[src/rtl/id_ex_stage_reg.sv]
// rtl/id_ex_stage_reg.sv - ID/EX pipeline register with load-use stall, branch flush and event counters
module id_ex_stage_reg #(
    parameter int DATA_W = 32,
    parameter int PC_W   = 32,
    parameter int CNT_W  = 16
) (
    input  logic              clk,
    input  logic              rst_n,
    input  logic              id_valid,
    input  logic              id_ALUSrc,
    input  logic              id_MemtoReg,
    input  logic              id_RegWrite,
    input  logic              id_MemRead,
    input  logic              id_MemWrite,
    input  logic              id_Branch,
    input  logic [1:0]        id_ALUOp,
    input  logic [PC_W-1:0]   id_pc,
    input  logic [DATA_W-1:0] id_rd1,
    input  logic [DATA_W-1:0] id_rd2,
    input  logic [DATA_W-1:0] id_imm,
    input  logic [4:0]        id_rs1,
    input  logic [4:0]        id_rs2,
    input  logic [4:0]        id_rd,
    input  logic [2:0]        id_funct3,
    input  logic [6:0]        id_funct7,
    input  logic              flush,
    output logic              ex_valid,
    output logic              ex_ALUSrc,
    output logic              ex_MemtoReg,
    output logic              ex_RegWrite,
    output logic              ex_MemRead,
    output logic              ex_MemWrite,
    output logic              ex_Branch,
    output logic [1:0]        ex_ALUOp,
    output logic [PC_W-1:0]   ex_pc,
    output logic [DATA_W-1:0] ex_rd1,
    output logic [DATA_W-1:0] ex_rd2,
    output logic [DATA_W-1:0] ex_imm,
    output logic [4:0]        ex_rs1,
    output logic [4:0]        ex_rs2,
    output logic [4:0]        ex_rd,
    output logic [2:0]        ex_funct3,
    output logic [6:0]        ex_funct7,
    output logic              stall_if_id,
    output logic [CNT_W-1:0]  stall_count,
    output logic [CNT_W-1:0]  flush_count
);

    // Control bundle packed as {ALUSrc, MemtoReg, RegWrite, MemRead, MemWrite, Branch, ALUOp[1:0]}
    logic              valid_q, valid_d;
    logic [7:0]        ctrl_q, ctrl_d;
    logic [PC_W-1:0]   pc_q;
    logic [DATA_W-1:0] rd1_q, rd2_q, imm_q;
    logic [4:0]        rs1_q, rs2_q, rd_q;
    logic [2:0]        funct3_q;
    logic [6:0]        funct7_q;
    logic [CNT_W-1:0]  stall_cnt_q, stall_cnt_d;
    logic [CNT_W-1:0]  flush_cnt_q, flush_cnt_d;

    logic [7:0] id_ctrl;
    logic       uses_rs2;
    logic       hazard;

    assign id_ctrl  = {id_ALUSrc, id_MemtoReg, id_RegWrite, id_MemRead,
                       id_MemWrite, id_Branch, id_ALUOp};

    // Stores read rs2 as data even though ALUSrc selects the immediate
    assign uses_rs2 = ~id_ALUSrc | id_MemWrite;

    // Load in EX whose destination feeds the instruction now in ID; x0 never hazards
    assign hazard = valid_q & ctrl_q[4] & (rd_q != 5'd0) & id_valid &
                    ((rd_q == id_rs1) | (uses_rs2 & (rd_q == id_rs2)));

    // A flushed ID instruction is discarded anyway, so there is nothing to stall for
    assign stall_if_id = hazard & ~flush;

    // Next-state selection: flush beats hazard beats normal advance; counters saturate
    always_comb begin
        valid_d     = id_valid;
        ctrl_d      = id_valid ? id_ctrl : 8'h00;
        stall_cnt_d = stall_cnt_q;
        flush_cnt_d = flush_cnt_q;
        if (flush) begin
            valid_d = 1'b0;
            ctrl_d  = 8'h00;
            if (id_valid && (flush_cnt_q != {CNT_W{1'b1}})) begin
                flush_cnt_d = flush_cnt_q + 1'b1;
            end
        end else if (hazard) begin
            valid_d = 1'b0;
            ctrl_d  = 8'h00;
            if (stall_cnt_q != {CNT_W{1'b1}}) begin
                stall_cnt_d = stall_cnt_q + 1'b1;
            end
        end
    end

    // Pipeline register: data fields always load, valid/ctrl take the squashed next state
    always_ff @(posedge clk or negedge rst_n) begin
        if (!rst_n) begin
            valid_q     <= 1'b0;
            ctrl_q      <= 8'h00;
            pc_q        <= '0;
            rd1_q       <= '0;
            rd2_q       <= '0;
            imm_q       <= '0;
            rs1_q       <= 5'd0;
            rs2_q       <= 5'd0;
            rd_q        <= 5'd0;
            funct3_q    <= 3'd0;
            funct7_q    <= 7'd0;
            stall_cnt_q <= '0;
            flush_cnt_q <= '0;
        end else begin
            valid_q     <= valid_d;
            ctrl_q      <= ctrl_d;
            pc_q        <= id_pc;
            rd1_q       <= id_rd1;
            rd2_q       <= id_rd2;
            imm_q       <= id_imm;
            rs1_q       <= id_rs1;
            rs2_q       <= id_rs2;
            rd_q        <= id_rd;
            funct3_q    <= id_funct3;
            funct7_q    <= id_funct7;
            stall_cnt_q <= stall_cnt_d;
            flush_cnt_q <= flush_cnt_d;
        end
    end

    assign ex_valid    = valid_q;
    assign ex_ALUSrc   = ctrl_q[7];
    assign ex_MemtoReg = ctrl_q[6];
    assign ex_RegWrite = ctrl_q[5];
    assign ex_MemRead  = ctrl_q[4];
    assign ex_MemWrite = ctrl_q[3];
    assign ex_Branch   = ctrl_q[2];
    assign ex_ALUOp    = ctrl_q[1:0];
    assign ex_pc       = pc_q;
    assign ex_rd1      = rd1_q;
    assign ex_rd2      = rd2_q;
    assign ex_imm      = imm_q;
    assign ex_rs1      = rs1_q;
    assign ex_rs2      = rs2_q;
    assign ex_rd       = rd_q;
    assign ex_funct3   = funct3_q;
    assign ex_funct7   = funct7_q;
    assign stall_count = stall_cnt_q;
    assign flush_count = flush_cnt_q;

endmodule
[config.mk]
export PLATFORM = sky130hd
export DESIGN_NAME = id_ex_stage_reg
export DESIGN_NICKNAME = d
export VERILOG_FILES = /design/src/rtl/id_ex_stage_reg.sv
export SDC_FILE = /design/constraint.sdc
export NUM_CORES = 1
export LEC_CHECK = 0
export ABC_AREA = 0
export CORE_MARGIN = 5
export CORE_UTILIZATION = 31
export CTS_BUF_LIST = sky130_fd_sc_hd__clkbuf_4
export CTS_CLUSTER_DIAMETER = 50
export DETAILED_ROUTE_END_ITERATION = 10
export PLACE_DENSITY_LB_ADDON = 0.08
export SLEW_MARGIN = 10
export SYNTH_ARGS = -nofsm -noshare
export SYNTH_HDL_FRONTEND = slang
export SYNTH_SLANG_ARGS = --single-unit
[constraint.sdc]
create_clock -name clk -period 3.2 [get_ports clk]
set_clock_uncertainty 0.05 [all_clocks]
set_input_delay 0.32 -clock clk [delete_from_list [all_inputs] [get_ports clk]]
set_output_delay 0.32 -clock clk [all_outputs]
set_load 0.01 [all_outputs]
==> results.yml <==
logic_synthesis:
  synth_xor_area_share_pct: 5.31
  ys_seq_area_share_pct: 81.7
  synth.area.mux_share_pct: 1.20
  synth_top_family_by_area: "simple AND/OR/NAND/NOR gates"
  syn_inst: 340
  synth_cell_types: 38
  synth-compound-area-share_pct: 1.33
  syn_nets: 507
  synth_seq_cells: 194
  synth-adder-area-share_pct: 0.421
  synth_area_leaders: "dfrtp_1 82%, xor2_1 3.5%, xnor2_1 1.8%, nand4_1 1.1%, nor4b_2 1.0%"
  ys_warn_count: 0
  yosysTopAreaCellShare_pct: 81.7
  syn_area_sq_um: 5940
  synthSimpleGateAreaFrac_pct: 9.29
  yosys.area.top_type: "dfrtp_1"
  synth_area_per_cell_sq_um: 17.5
drt:
  wl_mm: 20.6
  drt_pass1_iterations: 4
  drc_errors: 0
  vias_per_cell: 4.35
  wl_met1_mm: 7.24
  drt_iter0_drc: 145
  vias: 4211
  ant_nets: 0
  met3_length_mm: 2.09
  highest_layer: "met4"
  wl_met2_mm: 10.8
  wire_per_inst_microns: 21.3
hold_path:
  hp-class: "primary input to flop"
  hold_path_end: "ex_rd1[28]"
  min_from: "id_rd1[28]"
  hold_depth: 1
worst_setup_path:
  r2r_setup_slack_ps: 980
  critical_path.max_fanout: 11
  worstSetupStartpointType: "flop"
  crit_arrival_ps: 2560
  r2r_end: "stall_count[12]"
  required_ps: 2830
  r2r_start: "stall_count[0]"
  end_kind: "primary output"
  worstSetupPathType: "flop to primary output"
  rr_worst_depth: 5
layout:
  nNetsFinal: 887
  layout_common_cells: "358 x clkdlybuf4s50_1, 194 x dfrtp_1, 24 x xor2_1, 17 x clkbuf_4, 14 x nand2_1"
  final_cells: 968
  mostFrequentLayoutCell: "clkdlybuf4s50_1"
  area.growth.synth_to_final_pct: 71.2
  drive_gt1_share_pct: 7.91
power:
  power_per_cell_area_nw_per_um2: 470
  combinationalPowerShare_pct: 15.3
  switchingPower_mw: 1.24
  power.internal_mw: 3.54
  total_power_mw: 4.78
  switching_share_pct: 26.0
  seqPwrFrac_pct: 56.0
  irDropWorstVdd_v: 0.000218
  power.leakage_nw: 4.31
  clock_power_share_pct: 28.7
place:
  post-place-ws_ps: 705
  dp.cells: 934
  place_congestion: 0.858
  hpwl_mm: 16.7
  io_buffers: 359
cts:
  post_cts_buffers: 0
  cts_tree: "yes"
  clk_path_buf_depth: 2
  cts-root-buf: "clkbuf_4"
  clk_pin_slew_ps: 170
  clk-insertion-delay-late_ps: 550
  numCtsBuffers: 17
  clock-sinks: 194
  cts_htree_levels: 4
floorplanning:
  fp.dieH_microns: 148
  start_util_pct: 31.7
  die_width_microns: 148
  io_pins: 360
  rows: 50
  core_sq_um: 18800
  die_area_sq_um: 22000
global_route:
  grt_pass1_vias: 4595
  track_usage_pct: 18.7
  grt_max_degree: 85
  grt_overflow: 0
  antenna_found_initial: 1
  grt_pass1_wl_mm: 30.0
timing:
  relSlewSlack_pct: 52.7
  period_share_pct: 91.5
  setup_tns_ps: 0
  fin_ws_ps: 273
  rsz0062_at_grt: "no"
  setup_viol: 0
  finalHoldViolations: 0
  layout_min_cycle_time_ps: 2930
  worst_pin_slew_ps: 710
  fmax_mhz: 342
  slew_viol_final: 0
flow_run:
  maxCapViolCount: 0
status:
  status: "completed"
flip-flops by register name (all words and copies together), names as in the netlist, 7 cells and up:
register,count
ex_imm,32
flush_count,16
ex_rd2,32
ctrl_q,8
stall_count,16
ex_pc,32
ex_rd1,32
ex_funct7,7
Yosys cell counts:
master	instances
a32oi_2	1
nor4b_1	1
nand3_2	1
xnor2_1	12
or2_2	1
a21oi_1	1
nand3_1	6
nand2b_1	1
nor2_8	1
nor4_2	4
xor2_1	24
and4_1	1
buf_6	3
dfrtp_1	194
nand2_1	14
or4_1	1
o31ai_1	1
nand4_1	10
nand4b_1	1
o21ai_0	3
and3_1	1
nor4_1	3
o211ai_1	2
and4b_1	1
nor3_2	1
or3_2	1
ha_1	2
nor3_1	11
or3_4	1
mux2_2	5
nor4b_2	4
and2_1	8
mux2_4	1
nor2_1	12
o21ai_2	1
inv_1	3
or3_1	1
o311a_2	1
routing by layer:
metal | GRT usage, % | vias up
met5 | 0 | -
met4 | 6.19 | 0
met3 | 8.10 | 22
met2 | 33.1 | 202
met1 | 20.1 | 2083
li1 | - | 1904
worst max path at each step:
stage | from | end | slack [ps] | cells past startpoint
finish | ex_rd[1] | stall_if_id | 270 | 4
global route | ex_rd[1] | stall_if_id | 70 | 4
CTS | ex_rd[1] | stall_if_id | 30 | 4
detailed placement | ex_rd[1] | stall_if_id | 700 | 4
global placement | ex_rd[1] | stall_if_id | 700 | 4
floorplan | stall_count[0] | stall_count[12] | 1150 | 6
kinds of logic after synthesis:
kind of cell,Yosys count
flops,194
buf+inv,6
compound gates,10
xor+xnor,36
fa+ha+maj,2
mux,6
simple gates,86
stage by stage:
| step | hold WS (ps) | utilization, % | instance area (sq um) |
|---|---|---|---|
| finish | 117 | 54.2 | 10200 |
| global route | 33.3 | 54.2 | 10200 |
| global placement | 365 | 52.5 | 9850 |
| CTS | 54.4 | 54.2 | 10200 |
| detailed placement | 362 | 52.5 | 9850 |
| floorplan | -25.6 | - | 5940 |
repair_timing:
action                                  4_1_cts  5_1_grt
hold buffers                                  1        0
endpoints found under the hold margin        81        0
endpoints found under the setup margin        0        1
gates resized for setup                       0        1
worst max-delay path: stages (launching register included):
cell and delay [ps]:
dfrtp_1 450, or4_1 620, o21ai_4 370, nor2_1 80, clkdlybuf4s50_1 490
power by group through the flow:
stage               combinational, mW  clock [mW]  sequential (mW)
finish                          0.732        1.37             2.68
global route                    0.779        1.52             2.70
CTS                             0.747        1.44             2.68
detailed placement              0.743           0             2.73
global placement                0.739           0             2.73
floorplan                      0.0747           0             2.79
layout make-up:
type	instances	area, sq um
fillers	1555	8590
clock inverters	15	173
clock buffers	17	128
flip-flops and latches	194	4850
inverters	3	11.3
repair buffers	364	3660
well taps	234	293
diodes	1	2.50
multi-input cells	140	1050
(Power assumes the default switching activity.)
